$ cat src/rtl/msx_bus_pkg.sv
// Shared types and constants for the MSX cartridge-bus transaction block.
package msx_bus_pkg;

    typedef enum logic [2:0] {
        IDLE     = 3'd0,
        REQ      = 3'd1,
        WAIT_RSP = 3'd2,
        DRIVE    = 3'd3,
        DONE     = 3'd4
    } state_t;

    typedef enum logic {
        KIND_MEM = 1'b0,
        KIND_IO  = 1'b1
    } kind_t;

    localparam logic [7:0] BUS_DOUT_IDLE = 8'hFF;

    // Memory cycle aimed at this slot; refresh cycles also assert MERQ and must be excluded.
    function automatic logic mem_qualified(input logic sltsl_n, input logic merq_n,
                                           input logic rfsh_n);
        return (!sltsl_n) && (!merq_n) && rfsh_n;
    endfunction

    function automatic logic io_qualified(input logic iorq_n, input logic m1_n);
        return (!iorq_n) && m1_n;
    endfunction

endpackage

$ cat src/rtl/msx_bus_strobe_edge.sv
// Samples the host read/write strobes and reports falling edges and the released state.
module msx_bus_strobe_edge (
    input  logic clk,
    input  logic rst,
    input  logic rd_n,
    input  logic wr_n,
    output logic rd_fall,
    output logic wr_fall,
    output logic both_high
);

    logic rd_n_q;
    logic rd_n_d;
    logic wr_n_q;
    logic wr_n_d;

    // Next sample of the strobes.
    always_comb begin
        rd_n_d = rd_n;
        wr_n_d = wr_n;
    end

    // Previous-sample registers; they reset low so a strobe still held after reset is not a new edge.
    always_ff @(posedge clk) begin
        if (rst) begin
            rd_n_q <= 1'b0;
            wr_n_q <= 1'b0;
        end else begin
            rd_n_q <= rd_n_d;
            wr_n_q <= wr_n_d;
        end
    end

    assign rd_fall   = rd_n_q & ~rd_n;
    assign wr_fall   = wr_n_q & ~wr_n;
    assign both_high = rd_n & wr_n;

endmodule

$ cat src/rtl/msx_bus_transaction.sv
// Turns qualified MSX bus strobes into peripheral request/response transactions
// and drives the DOUT/BUSDIR_n/WAIT_n return path.
module msx_bus_transaction
    import msx_bus_pkg::*;
#(
    parameter int unsigned TIMEOUT = 1023
) (
    input  logic        CLK,
    input  logic        RESET,
    input  logic [15:0] BUS_ADDR,
    input  logic [7:0]  BUS_DIN,
    input  logic        BUS_SLTSL_n,
    input  logic        BUS_MERQ_n,
    input  logic        BUS_IORQ_n,
    input  logic        BUS_M1_n,
    input  logic        BUS_RFSH_n,
    input  logic        BUS_RD_n,
    input  logic        BUS_WR_n,
    output logic [7:0]  BUS_DOUT,
    output logic        BUS_BUSDIR_n,
    output logic        BUS_WAIT_n,
    output logic        REQ_VALID,
    input  logic        REQ_READY,
    output logic        REQ_WRITE,
    output logic        REQ_IO,
    output logic [15:0] REQ_ADDR,
    output logic [7:0]  REQ_WDATA,
    input  logic        RSP_VALID,
    input  logic        RSP_HIT,
    input  logic [7:0]  RSP_RDATA,
    output logic        TIMEOUT_P
);

    localparam int unsigned   CNT_W     = $clog2(TIMEOUT + 1);
    localparam logic [CNT_W-1:0] TIMEOUT_C = CNT_W'(TIMEOUT);
    localparam logic [CNT_W-1:0] CNT_ONE   = CNT_W'(1);

    state_t            state_q, state_d;
    kind_t             kind_q, kind_d;
    logic              req_valid_q, req_valid_d;
    logic              req_write_q, req_write_d;
    logic [15:0]       addr_q, addr_d;
    logic [7:0]        wdata_q, wdata_d;
    logic [7:0]        dout_q, dout_d;
    logic              busdir_n_q, busdir_n_d;
    logic              wait_n_q, wait_n_d;
    logic              timeout_p_q, timeout_p_d;
    logic [CNT_W-1:0]  cnt_q, cnt_d;
    logic [CNT_W-1:0]  cnt_inc_s;
    logic              timeout_hit_s;
    logic              rd_fall_s, wr_fall_s, both_high_s;
    logic              mem_ok_s, io_ok_s;

    msx_bus_strobe_edge u_edge (
        .clk       (CLK),
        .rst       (RESET),
        .rd_n      (BUS_RD_n),
        .wr_n      (BUS_WR_n),
        .rd_fall   (rd_fall_s),
        .wr_fall   (wr_fall_s),
        .both_high (both_high_s)
    );

    // Next-state, latch and registered-output logic.
    always_comb begin
        state_d       = state_q;
        kind_d        = kind_q;
        req_valid_d   = req_valid_q;
        req_write_d   = req_write_q;
        addr_d        = addr_q;
        wdata_d       = wdata_q;
        dout_d        = dout_q;
        busdir_n_d    = busdir_n_q;
        wait_n_d      = wait_n_q;
        timeout_p_d   = 1'b0;
        cnt_d         = cnt_q;
        cnt_inc_s     = cnt_q + CNT_ONE;
        timeout_hit_s = (cnt_inc_s >= TIMEOUT_C);
        mem_ok_s      = mem_qualified(BUS_SLTSL_n, BUS_MERQ_n, BUS_RFSH_n);
        io_ok_s       = io_qualified(BUS_IORQ_n, BUS_M1_n);

        case (state_q)
            IDLE: begin
                if (!BUS_RD_n && !BUS_WR_n) begin
                    state_d = DONE;
                end else if (rd_fall_s || wr_fall_s) begin
                    if (mem_ok_s || io_ok_s) begin
                        state_d     = REQ;
                        req_valid_d = 1'b1;
                        wait_n_d    = 1'b0;
                        cnt_d       = '0;
                        req_write_d = wr_fall_s;
                        kind_d      = mem_ok_s ? KIND_MEM : KIND_IO;
                        addr_d      = BUS_ADDR;
                        wdata_d     = BUS_DIN;
                    end else begin
                        state_d = DONE;
                    end
                end else begin
                    state_d = IDLE;
                end
            end
            // Host release beats everything; a handshake beats a timeout in the same cycle.
            REQ: begin
                if (both_high_s) begin
                    state_d     = IDLE;
                    req_valid_d = 1'b0;
                    wait_n_d    = 1'b1;
                end else if (REQ_READY) begin
                    req_valid_d = 1'b0;
                    cnt_d       = cnt_inc_s;
                    if (req_write_q) begin
                        state_d  = DONE;
                        wait_n_d = 1'b1;
                    end else begin
                        state_d  = WAIT_RSP;
                    end
                end else if (timeout_hit_s) begin
                    state_d     = DONE;
                    req_valid_d = 1'b0;
                    wait_n_d    = 1'b1;
                    timeout_p_d = 1'b1;
                end else begin
                    cnt_d = cnt_inc_s;
                end
            end
            WAIT_RSP: begin
                if (both_high_s) begin
                    state_d  = IDLE;
                    wait_n_d = 1'b1;
                end else if (RSP_VALID) begin
                    wait_n_d = 1'b1;
                    if (RSP_HIT) begin
                        state_d    = DRIVE;
                        dout_d     = RSP_RDATA;
                        busdir_n_d = 1'b0;
                    end else begin
                        state_d    = DONE;
                    end
                end else if (timeout_hit_s) begin
                    state_d     = DONE;
                    wait_n_d    = 1'b1;
                    timeout_p_d = 1'b1;
                end else begin
                    cnt_d = cnt_inc_s;
                end
            end
            DRIVE: begin
                if (BUS_RD_n) begin
                    state_d    = IDLE;
                    busdir_n_d = 1'b1;
                    dout_d     = BUS_DOUT_IDLE;
                end else begin
                    state_d = DRIVE;
                end
            end
            DONE: begin
                wait_n_d   = 1'b1;
                busdir_n_d = 1'b1;
                if (both_high_s) begin
                    state_d = IDLE;
                end else begin
                    state_d = DONE;
                end
            end
            default: begin
                state_d     = IDLE;
                req_valid_d = 1'b0;
                wait_n_d    = 1'b1;
                busdir_n_d  = 1'b1;
                dout_d      = BUS_DOUT_IDLE;
            end
        endcase
    end

    // State, latches and output registers; reset releases the host cycle.
    always_ff @(posedge CLK) begin
        if (RESET) begin
            state_q     <= IDLE;
            kind_q      <= KIND_MEM;
            req_valid_q <= 1'b0;
            req_write_q <= 1'b0;
            addr_q      <= 16'h0000;
            wdata_q     <= 8'h00;
            dout_q      <= BUS_DOUT_IDLE;
            busdir_n_q  <= 1'b1;
            wait_n_q    <= 1'b1;
            timeout_p_q <= 1'b0;
            cnt_q       <= '0;
        end else begin
            state_q     <= state_d;
            kind_q      <= kind_d;
            req_valid_q <= req_valid_d;
            req_write_q <= req_write_d;
            addr_q      <= addr_d;
            wdata_q     <= wdata_d;
            dout_q      <= dout_d;
            busdir_n_q  <= busdir_n_d;
            wait_n_q    <= wait_n_d;
            timeout_p_q <= timeout_p_d;
            cnt_q       <= cnt_d;
        end
    end

    assign BUS_DOUT     = dout_q;
    assign BUS_BUSDIR_n = busdir_n_q;
    assign BUS_WAIT_n   = wait_n_q;
    assign REQ_VALID    = req_valid_q;
    assign REQ_WRITE    = req_write_q;
    assign REQ_IO       = (kind_q == KIND_IO);
    assign REQ_ADDR     = addr_q;
    assign REQ_WDATA    = wdata_q;
    assign TIMEOUT_P    = timeout_p_q;

endmodule

$ cat config.mk
export PLATFORM = sky130hd
export DESIGN_NAME = msx_bus_transaction
export DESIGN_NICKNAME = d
export VERILOG_FILES = /design/src/rtl/msx_bus_pkg.sv /design/src/rtl/msx_bus_strobe_edge.sv /design/src/rtl/msx_bus_transaction.sv
export SDC_FILE = /design/constraint.sdc
export NUM_CORES = 1
export LEC_CHECK = 0
export CORE_ASPECT_RATIO = 0.8
export CORE_MARGIN = 4
export CORE_UTILIZATION = 46
export DETAILED_ROUTE_END_ITERATION = 12
export PLACE_DENSITY = 0.8
export SLEW_MARGIN = 20
export SYNTH_ARGS = -nofsm -noshare
export SYNTH_HDL_FRONTEND = slang
export SYNTH_SLANG_ARGS = --single-unit
$ cat constraint.sdc
create_clock -name CLK -period 2.8 [get_ports CLK]
set_clock_uncertainty 0.2 [all_clocks]
set_input_delay 0.28 -clock CLK [delete_from_list [all_inputs] [get_ports CLK]]
set_output_delay 0.28 -clock CLK [all_outputs]
set_load 0.01 [all_outputs]
**Word-level counts from Yosys, hierarchy flattened**

Index checks and enable logic that the tools add are counted.

- Bitwise gates (word level): 10
- $add $sub $neg: 1
- Shift-type cells: 0
- Muxes and demuxes: 56
- Reductions and logical operators: 22
- Divide/modulo/power cells: 0
- Eq/ne operators: 15
- Magnitude comparators: 1
- $mul: 0

Operator list:

| cell | count |
|---|---|
| 10-bit two-way mux | 8 |
| 3-bit two-way mux | 11 |
| 8-bit two-way mux | 4 |
| 10-bit case mux with 3 select lines | 1 |
| 1-bit two-way mux | 25 |
| 8-bit case mux with 3 select lines | 1 |
| 5-bit AND reduction | 4 |
| 2-bit inequality test, second input constant | 9 |
| 3-bit case mux with 5 select lines | 1 |
| 10-bit by 1-bit adder with 10-bit output, second input constant | 1 |
| 10-bit >= comparator, second input constant | 1 |
| 4-bit inequality test, second input constant | 2 |
| 1-bit NOT | 7 |
| 7-bit AND reduction | 1 |
| 3-bit by 2-bit == test with 1-bit output, second input constant | 2 |
| 1-bit case mux with 3 select lines | 2 |
| 3-bit OR reduction | 2 |
| 1-bit logical NOT | 5 |
| 1-bit logical AND | 4 |
| 1-bit case mux with 4 select lines | 1 |
| 4-bit AND reduction | 1 |
| 1-bit AND | 3 |
| 3-bit by 1-bit == test with 1-bit output, second input constant | 1 |
| 3-bit == test, second input constant | 1 |
| other kinds (6) | 7 |

- Register bits after elaboration: 53
- Memory bits (writable): 0
- Bits in read-only memories: 0
- Output and inout bits: 38
- Input bits: 44
- Word-level logic and storage cells: 118
- Memories: 0
- Bits in latches: 0

**Depth between registers and ports, before layout**

Gate-level depths: netlist of run 1.

- Depth in word-level cells: 8
- Depth in mapped cells: 9
- Mapped depth without buffers: 8

**Hierarchy**

A second synthesis of run 1 with hierarchy kept.

- Cells, all modules: 315
- Area, all modules: 2580.0 um^2

Modules (own cells, without submodules):

| module | area an instance (um^2) | times used | cells each | sequential area each (um^2) |
|---|---|---|---|---|
| msx_bus_transaction | 2506.2 | 1 | 308 | 1021.0 |
| msx_bus_strobe_edge | 73.8 | 1 | 7 | 40.0 |

**Worst setup path after synthesis of run 1**

OpenSTA, ideal clock, no wires.

- Kind: register -> register
- From: register cnt_q[0]
- To: register cnt_q[3]
- Setup time: 0.120 ns
- Period minus slack after synthesis: 2.082 ns
- Required time: 2.480 ns
- Arrival: 1.763 ns
- Path buffers: 1
- Stages on the path, launching flop included: 10
- Slack: 0.718 ns
- Cell sequence: dfxtp_1 inv_1 ha_1 nand4_1 or3_1 o31ai_4 a31o_1 buf_6 nor3_2 a211o_1

- Cells in the longest elaborated chain, start to end: 6
- Elaborated cells on any way between the ends: 8
- Those cells by class: add/sub: 1; order compare: 1; mux: 6

Ends and longest elaborated chain:

| item | RTL line | RTL |
|---|---|---|
| from (decl) | msx_bus_transaction.sv:48 | `logic [CNT_W-1:0] cnt_q, cnt_d;` |
| from (signal assigned) | msx_bus_transaction.sv:201 | `cnt_q <= cnt_d;` |
| 10-bit by 1-bit adder with 10-bit output * | msx_bus_transaction.sv:77 | `cnt_inc_s = cnt_q + CNT_ONE;` |
| 10-bit >= comparator | msx_bus_transaction.sv:78 | `timeout_hit_s = (cnt_inc_s >= TIMEOUT_C);` |
| 10-bit two-way mux | msx_bus_transaction.sv:118, msx_bus_transaction.sv:140 |  |
| 10-bit two-way mux (on tied branches) | msx_bus_transaction.sv:131, msx_bus_transaction.sv:109 |  |
| 10-bit two-way mux (on tied branches) | msx_bus_transaction.sv:128, msx_bus_transaction.sv:105 |  |
| 10-bit case mux with 3 select lines * | msx_bus_transaction.sv:82 | `case (state_q)` |

Mark *: on every way between the ends. The rest lies on a longest branch, timed or not. The select of a mux whose other input is x is not followed.
A chain may end at the register's enable or synchronous reset.

**Worst setup path in the final report of run 1**

- From: register cnt_q[1]
- To: register cnt_q[7]

Same word-level chain as after synthesis.

==> results of run 1 <==
## power groups by stage
| stage | clock, mW | combinational (mW) | sequential, mW |
|---|---|---|---|
| floorplan | 0 | 0.0688 | 0.796 |
| global placement | 0 | 0.163 | 0.797 |
| detailed placement | 0 | 0.165 | 0.798 |
| CTS | 0.464 | 0.166 | 0.780 |
| global route | 0.490 | 0.179 | 0.782 |
| finish | 0.452 | 0.165 | 0.780 |
## critical path, cell delays in order (launching register included)
cell     delay (ns)
dfxtp_1        0.40
ha_1           0.22
nand4_1        0.17
or3_1          0.43
o31ai_4        0.10
a31o_1         0.41
nor2_1         0.10
a221o_1        0.27
## through the flow
stage	instance area [sq um]	power [mW]	util	setup slack [ns]	cells
floorplan	2530	0.8652	-	0.7176	295
CTS	3453	1.410	0.6704	0.4004	430
global route	3453	1.452	0.6704	0.2461	430
finish	3453	1.397	0.6704	0.4012	430
detailed placement	3357	0.9628	0.6517	0.2395	422
global placement	3357	0.9604	0.6517	0.2804	422
## cells by family after synthesis
| kind of cell | count (synthesis) | synth area share |
|---|---|---|
| flops | 53 | 0.4194 |
| simple gates | 135 | 0.2636 |
| compound gates | 51 | 0.1494 |
| buf+inv | 25 | 0.04500 |
| fa+ha+maj | 2 | 0.009890 |
| xor+xnor | 4 | 0.01385 |
| mux | 25 | 0.09891 |
## registers in the layout, summed over array words and instances, names as in the netlist
register	flops
cnt_q	10
TIMEOUT_P	1
BUS_WAIT_n	1
u_edge.rd_n_q	1
state_q	3
BUS_BUSDIR_n	1
REQ_WRITE	1
REQ_ADDR	16
REQ_WDATA	8
BUS_DOUT	8
u_edge.wr_n_q	1
REQ_IO	1
REQ_VALID	1
## synth_stat cells (all sizes together) (2+ instances only)
master / count
clkbuf: 15
a211oi: 4
buf: 6
or3: 3
nand4: 4
o2bb2ai: 2
mux2i: 25
o21ai: 6
nor3: 12
xor2: 3
and2: 4
nor2b: 6
dfxtp: 53
ha: 2
or2: 2
a221o: 3
nor3b: 2
nand3: 6
a21o: 3
nand2: 25
nor2: 53
nand3b: 3
nand4b: 2
nand2b: 7
a21oi: 10
o31ai: 4
a211o: 3
inv: 4
a31oi: 3
o21bai: 8
## path summary, 6_finish.rpt
check,to,slack [ns],cells after the start
setup reg to reg,cnt_q[7],0.40,7
setup / recovery,cnt_q[7],0.40,7
hold reg to reg,BUS_BUSDIR_n,0.26,2
hold / removal,BUS_BUSDIR_n,0.26,2
## per-layer routing
layer / vias up / track usage / share of wire
met5: - / 0 / 0
met4: 0 / 0.06689 / 0.011
met3: 4 / 0.04954 / 0.067
met2: 68 / 0.2958 / 0.47
met1: 1058 / 0.2436 / 0.45
li1: 1170 / - / -
## cell type report
| class | instances | area, sq um |
|---|---|---|
| Fill cell | 414 | 1698 |
| Sequential cell | 53 | 1061 |
| Timing Repair Buffer | 86 | 848.3 |
| Clock buffer | 6 | 82.58 |
| Inverter | 4 | 15.01 |
| Clock inverter | 2 | 13.76 |
| Multi-Input combinational cell | 217 | 1355 |
| Tap cell | 62 | 77.57 |
==> metrics.md, run 1 <==
| Metric | Value |
|---|---|
| Post-synth EDFFs | 0 |
| CP Max Fanout | 9 |
| Pin count of the biggest net entering global routing | 30 |
| GP Congestion | 0.8550 |
| Commonest non-fill, non-tap cell in the layout | clkdlybuf4s50_1 |
| Clk root buf | clkbuf_8 |
| Layout cells sized above 1 | 0.05163 |
| Mean area per synthesized cell | 8.576 sq um |
| Port buffer count | roughly 80 |
| WL/cell | ~15 um |
| Setup violators final | 0 |
| Starting density of the core | 0.4911 |
| CORE AREA | about 0.0052 sq mm |
| Min cycle time layout | ~2.4 ns |
| Critical path launch point | cnt_q[1] |
| Cell Rows | 23 |
| Hold buffer count at CTS | 0 |
| Min-delay worst type | reg2reg |
| Worst Setup Start Kind | flip-flop |
| Syn Inst Count | a little under 300 |
| Switch Pwr | ~0.33 mW |
| Hold path startpoint | BUS_BUSDIR_n |
| Yosys top cell area share | 0.4194 |
| ANT nets after route | 0 |
| Die ar. | a little under 0.007 sq mm |
| Drt drc | 0 |
| Initial DRC count | 123 |
| Htree depth | 2 |
| Max Slew Vio Count | 0 |
| GR Util All Layers | 0.1844 |
| Worst Path Arrival | approximately 2.4 ns |
| RSZ-0062 raised after global routing | false |
| Worst-Margin Slew | between 0.4 and 0.5 ns |
| Leak | 1.263 nW |
| Max Fclk | 416.9 MHz |
| Initial antenna violation count | 0 |
| Most frequent cells in the layout | 81 x clkdlybuf4s50_1, 53 x dfxtp_1, 53 x nor2_1 |
| I/O pin count | between 80 and 90 |
| Post-synth top flop | dfxtp_1 |
| Switch share | 0.2357 |
| Later-pin clock latency in the skew report | 0.31 ns |
| Relative slew slack | 0.6813 |
| Int Pwr | around 1.1 mW |
| Sequential Power Share | 0.559 |
| Via Count | 2300 |
| Clock sinks | between 50 and 60 |
| Fin Setup TNS | 0 ns |
| Hold Slack | roughly 0.26 ns |
| Die Span X | 90.92 um |
| Final period util | 0.8567 |
| TritonCTS clock tree | built |
| Max-cap violation count | 0 |
| WS Path Type | reg2reg |
| Cts repair resizes | 0 |
| Top cells by area, synth | dfxtp_1 42%, mux2i_1 9.9%, nor2_1 7.9% |
| Final hold violations | 0 |
| Clock share of power | 0.323 |
| Critical Path End Type | flip-flop |
| Worst EP required | around 2.8 ns |
| Remaining global-route overflow | 0 |
| VDD IR-drop max | 0.2899 mV |
| Clock Path Buffers | 2 |
| Number of synthesis warnings | 0 |
| Total CTS buffers | 5 |
| Vias/cell | roughly 5.3 |
| Via count of the first global-routing pass | between 2000 and 2500 |
| Status | finished clean |
| Cell variety after synth | 51 |
| Combinational power share | 0.118 |
| Clock transition at path regs | 0.10 ns |
| Fin nets | ~410 |
| Register bit total from synthesis | 53 |
| Reg2reg start | cnt_q[1] |
| First-pass GRT wire length | roughly 10000 um |
| DRT Pass-1 Iters | 4 |
| Yosys top cell by area | dfxtp_1 |
| Final WL | between 6000 and 7000 um |
| Area Growth Syn to Fin | 36.50% |
| Ant diodes | 0 |
| Setup Fix Bufs, Post-CTS | 0 |
| Register area share after synthesis | 0.4194 |
| Pwr dens | slightly above 400 mW/mm^2 |
| Synth Cell Area | ~0.0025 sq mm |
| Asr flop ratio synth | 0 |
| Synth Net Count | 341 |
| Die Y | between 70 and 80 um |
| Detailed placement HPWL | ~4800 um |
No activity file was read; power rests on OpenSTA's default activity.
==> run 2: changes to the inputs <==
--- a/config.mk
+++ b/config.mk
@@ -7,9 +7,10 @@
 export LEC_CHECK = 0
 export CORE_ASPECT_RATIO = 0.8
 export CORE_MARGIN = 4
-export CORE_UTILIZATION = 46
+export CORE_UTILIZATION = 30
+export CTS_CLUSTER_DIAMETER = 150
 export DETAILED_ROUTE_END_ITERATION = 12
-export PLACE_DENSITY = 0.8
+export HOLD_SLACK_MARGIN = 0.05
 export SLEW_MARGIN = 20
 export SYNTH_ARGS = -nofsm -noshare
 export SYNTH_HDL_FRONTEND = slang
==> run 2 against run 1 <==
  * Combinational power is essentially flat
  * Setup slack improved by 0.052 ns
  * Total power is 1.8% higher
  * Critical endpoint is now cnt_q[6]
  * Die area up 48%
  * Final cell count up 11%
  * Flip-flop and latch count stayed put
==> metrics.md, run 2 (synthesis gave the netlist of run 1 again) <==
| Metric | Value |
|---|---|
| Final period util | 0.8383 |
| Final hold violations | 0 |
| Initial DRC count | 72 |
| Clock transition at path regs | ~0.11 ns |
| Switch share | 0.2581 |
| Drt drc | 0 |
| Cell Rows | 29 |
| CP Depth | 7 |
| Cts repair resizes | 0 |
| VDD IR-drop max | 0.2210 mV |
| Reg2reg start | cnt_q[1] |
| First-pass GRT wire length | between 10000 and 15000 um |
| Worst r2r path cells | 7 |
| Worst Path Arrival | between 2 and 2.5 ns |
| GR Util All Layers | 0.1245 |
| Total CTS buffers | 5 |
| Most frequent cells in the layout | 81 x clkdlybuf4s50_1, 53 x dfxtp_1, 53 x nor2_1 |
| Max-cap violation count | 0 |
| CP Buf/Inv Count | 0 |
| Worst EP required | around 2.8 ns |
| End point of the critical path | cnt_q[6] |
| Setup Fix Bufs, Post-CTS | 0 |
| Worst Setup Start Kind | flip-flop |
| Combinational power share | 0.115 |
| Fin nets | just over 400 |
| Remaining global-route overflow | 0 |
| Max Fclk | around 430 MHz |
| Starting density of the core | 0.3141 |
| CP peak stage delay | roughly 0.43 ns |
| Later-pin clock latency in the skew report | approximately 0.31 ns |
| WS Path Type | reg2reg |
| Fin Setup TNS | 0 ns |
| Area Growth Syn to Fin | 38.87% |
| Min-delay worst type | reg2reg |
| Clk root buf | clkbuf_8 |
| Reg2Reg Setup Slack | between 0.4 and 0.5 ns |
| Via Count | approximately 2300 |
| Pwr dens | approximately 400 mW/mm^2 |
| Detailed placement HPWL | roughly 4600 um |
| CP Max Fanout | 9 |
| Reg2reg end | cnt_q[6] |
| ANT nets after route | 0 |
| Final WL | between 6000 and 7000 um |
| CORE AREA | about 0.0081 sq mm |
| WL/cell | between 10 and 15 um |
| Ant diodes | 0 |
| Slowest-stage cell, CP | or3_1 |
| Commonest non-fill, non-tap cell in the layout | clkdlybuf4s50_1 |
| Critical path launch point | cnt_q[1] |
| Port buffer count | a little over 80 |
| Die Y | ~90 um |
| Max reg flops | 16 |
| DRT Pass-1 Iters | 4 |
| Vias/cell | just under 5 |
| TritonCTS clock tree | built |
| Setup violators final | 0 |
| Clock Path Buffers | 2 |
| Initial antenna violation count | 0 |
| Htree depth | 2 |
| Die ar. | around 0.01 sq mm |
| Leak | roughly 1.3 nW |
| Clock share of power | 0.336 |
| Max Slew Vio Count | 0 |
| Sequential Power Share | 0.549 |
| Die Span X | 110.7 um |
| Clock sinks | 53 |
| I/O pin count | 82 |
| RSZ-0062 raised after global routing | false |
| Top delay family on crit path | compound AO/OA/AOI/OAI gates |
| Int Pwr | 1.055 mW |
| Min cycle time layout | 2.347 ns |
| Relative slew slack | 0.6729 |
| Pin count of the biggest net entering global routing | 34 |
| Critical Path End Type | flip-flop |
| Hold buffer count at CTS | 0 |
| Status | finished clean |
| Worst-Margin Slew | about 0.49 ns |
| Switch Pwr | approximately 0.37 mW |
| GP Congestion | slightly above 0.8 |
| Via count of the first global-routing pass | 2215 |
| Fin util | 0.4362 |
| Layout cells sized above 1 | 0.05435 |
| Critical-path cell list | ha_1 -> nand4_1 -> or3_1 -> o31ai_4 -> a31o_1 -> nor2_1 -> a221o_1 |
[run 2: changes by cell type in the layout (fill, tap and decap cells not counted)]
cell and change:
and3b_2 +1, inv_8 +1, clkinv_2 -1, clkbuf_8 -1
and3b_1 -1, inv_6 +1
[run 2: worst min path at each step]
stage / start / endpoint / slack (ns) / cells after the start
final: BUS_BUSDIR_n / BUS_BUSDIR_n / 0.26 / 2
after global placement: BUS_BUSDIR_n / BUS_BUSDIR_n / 0.24 / 2
after floorplan: BUS_WR_n / u_edge.wr_n_q / 0.21 / 1
after detailed placement: BUS_BUSDIR_n / BUS_BUSDIR_n / 0.24 / 2
after global routing: BUS_BUSDIR_n / BUS_BUSDIR_n / 0.26 / 2
after CTS: BUS_BUSDIR_n / BUS_BUSDIR_n / 0.26 / 2
[run 2: stage by stage]
step | hold slack [ns] | power (mW) | std cells | setup WS (ns) | cell area [sq um]
3_3_place_gp | 0.2387 | 0.9618 | 468 | 0.2945 | 3416
2_1_floorplan | 0.2082 | 0.8652 | 295 | 0.7176 | 2530
4_1_cts | 0.2607 | 1.450 | 476 | 0.4472 | 3513
3_5_place_dp | 0.2449 | 0.9630 | 468 | 0.2415 | 3416
5_1_grt | 0.2637 | 1.489 | 476 | 0.2092 | 3513
6_report | 0.2561 | 1.422 | 476 | 0.4528 | 3513
[run 2: area by class of cell]
cell class,instances,area (sq um)
fill,811,4542
multi-input combinational,217,1356
sequential,53,1061
timing repair buffer,86,848.3
tap,108,135.1
clock buffer,5,68.82
clock inverter,3,28.78
inverter,4,15.01
[run 2: power by group through the flow]
stage	clock network, mW	logic, mW	registers, mW
finish	0.478	0.163	0.781
global route	0.528	0.178	0.783
floorplan	0	0.0688	0.796
global placement	0	0.164	0.798
detailed placement	0	0.165	0.798
CTS	0.503	0.166	0.781
[run 2: tightest hold or removal path: stages (launching register included)]
cell	delay, ns
dfxtp_1	0.33
nand2_1	0.05
nand2_1	0.04
[run 2: metal layers]
layer	wire length, um	share of wire	global-route usage	vias up
met5	0	0	0	-
met1	2885	0.46	0.1593	1018
met2	2505	0.40	0.1813	103
met3	789	0.13	0.06510	9
li1	-	-	-	1168
met4	82	0.013	0.03795	0
==> run 3: changes to the inputs <==
==> constraint.sdc (replaced) <==
create_clock -name CLK -period 2.35 [get_ports CLK]
set_clock_uncertainty 0.2 [all_clocks]
set_input_delay 0.235 -clock CLK [delete_from_list [all_inputs] [get_ports CLK]]
set_output_delay 0.235 -clock CLK [all_outputs]
set_load 0.01 [all_outputs]
==> run 3 against run 2 <==
  * Clock power increased by 36%
  * Die area unchanged
  * Critical path depth is 1 higher
  * Core utilization grew 2.3 points
  * Register-to-register slack got worse by 0.32 ns
  * Routed wire length rose by 3.1%
  * Worst hold slack got worse by 0.015 ns
  * Design area is 5.3% higher
  * Largest power group unchanged
==> metrics.md, run 3 (synthesis gave the netlist of run 1 again) <==
| Metric | Value |
|---|---|
| Remaining global-route overflow | 0 |
| Hold buffer count at CTS | 0 |
| GP Congestion | slightly above 0.8 |
| Clk root buf | clkbuf_8 |
| Starting density of the core | 0.3141 |
| Worst-Margin Slew | 0.3571 ns |
| Fin nets | ~430 |
| Hold path startpoint | BUS_BUSDIR_n |
| Later-pin clock latency in the skew report | around 0.31 ns |
| Setup violators final | 0 |
| WL/cell | 13.07 um |
| Min cycle time layout | approximately 2.2 ns |
| Hold Slack | ~0.24 ns |
| Min-delay worst type | reg2reg |
| Detailed placement HPWL | slightly below 5000 um |
| VDD IR-drop max | 0.2415 mV |
| Max-cap violation count | 0 |
| CP Max Fanout | 5 |
| Ant diodes | 0 |
| Max Slew Vio Count | 0 |
| Area Growth Syn to Fin | 46.19% |
| Relative slew slack | 0.7619 |
| Total CTS buffers | 5 |
| Fin Setup TNS | 0 ns |
| Reg2reg start | cnt_q[1] |
| Worst Path Arrival | around 2.2 ns |
| DRT Pass-1 Iters | 4 |
| Clock transition at path regs | 0.11 ns |
| I/O pin count | 82 |
| TritonCTS clock tree | built |
| RSZ-0062 raised after global routing | false |
| Layout cells sized above 1 | 0.1036 |
| ANT nets after route | 0 |
| Leak | 1.367 nW |
| First-pass GRT wire length | roughly 11000 um |
| Final hold violations | 0 |
| Most frequent cells in the layout | 81 x clkdlybuf4s50_1, 53 x dfxtp_1, 53 x nor2_1 |
| Clock Path Buffers | 2 |
| CORE AREA | just over 0.008 sq mm |
| Reg2Reg Setup Slack | 0.14 ns |
| Die Y | between 90 and 100 um |
| Port buffer count | 81 |
| Cell Rows | 29 |
| Die Span X | 110.7 um |
| Via Count | ~2400 |
| Drt drc | 0 |
| GR Util All Layers | 0.1335 |
| Clock sinks | 53 |
| Commonest non-fill, non-tap cell in the layout | clkdlybuf4s50_1 |
| Die ar. | about 0.010 sq mm |
| Final period util | 0.9425 |
| Critical Path End Type | flip-flop |
| WS Path Type | reg2reg |
| Max Fclk | 451.5 MHz |
| Vias/cell | about 4.8 |
| Htree depth | 2 |
| Via count of the first global-routing pass | roughly 2400 |
| Status | finished clean |
| Worst EP required | ~2.4 ns |
| Worst Setup Start Kind | flip-flop |
| Pin count of the biggest net entering global routing | 34 |
| Initial DRC count | between 80 and 90 |
| Final WL | ~6500 um |
| Initial antenna violation count | 0 |
| Pwr dens | 485.3 mW/mm^2 |
| Max reg flops | 16 |
| Critical path launch point | cnt_q[1] |
run 3: cell count changes in the layout (fill, tap and decap cells not counted), sizes merged:
cell / delta
clkinv: -1
buf: +18
bufinv: +1
run 3: what timing repair did:
| item | 4_1_cts | 5_1_grt |
|---|---|---|
| setup buffers | 0 | 1 |
| setup endpoints to repair | 4 | 9 |
| resized for setup | 1 | 3 |
| cloned | 0 | 0 |
run 3: power by group:
group / switching, mW / leakage, nW / internal, mW
clock: 0.323 / 0.0591 / 0.325
combinational: 0.0848 / 0.879 / 0.136
sequential: 0.0122 / 0.429 / 0.914
run 3: routing by layer:
metal  GRT usage  up-vias  part of all wire
met3     0.06644        5              0.11
li1            -     1205                 -
met1      0.1729     1055              0.48
met5           0        -                 0
met2      0.2005       85              0.40
met4     0.02769        0            0.0056
run 3: final cells by class:
| cell class | instances | area (sq um) |
|---|---|---|
| sequential | 53 | 1061 |
| clock buffer | 5 | 68.82 |
| tap | 108 | 135.1 |
| multi-input combinational | 217 | 1375 |
| timing repair buffer | 104 | 996.0 |
| clock inverter | 3 | 47.55 |
| fill | 822 | 4357 |
| inverter | 4 | 15.01 |
run 3: path summary, 6_finish.rpt:
path / to / cells past startpoint
max: state_q[2] / 8
min: BUS_BUSDIR_n / 2
max reg2reg: state_q[2] / 8
min reg2reg: BUS_BUSDIR_n / 2
run 3: worst max-delay path, stage by stage (launching register included):
cell and delay [ns]:
dfxtp_1 0.41, ha_1 0.17, nand4_1 0.16, or3_1 0.43, o31ai_4 0.11, nand3_2 0.15
buf_4 0.18, a211o_1 0.24, o31ai_1 0.06
run 3: stage by stage:
stage	total power [mW]	setup slack [ns]	util	area, sq um	std cells
after floorplan	1.031	0.2676	-	2530	295
after CTS	1.824	0.03219	0.4559	3672	493
after detailed placement	1.166	-0.08318	0.4414	3556	485
final	1.795	0.1352	0.4591	3699	494
after global placement	1.166	-0.05726	0.4414	3556	485
after global routing	1.884	0.001121	0.4591	3699	494
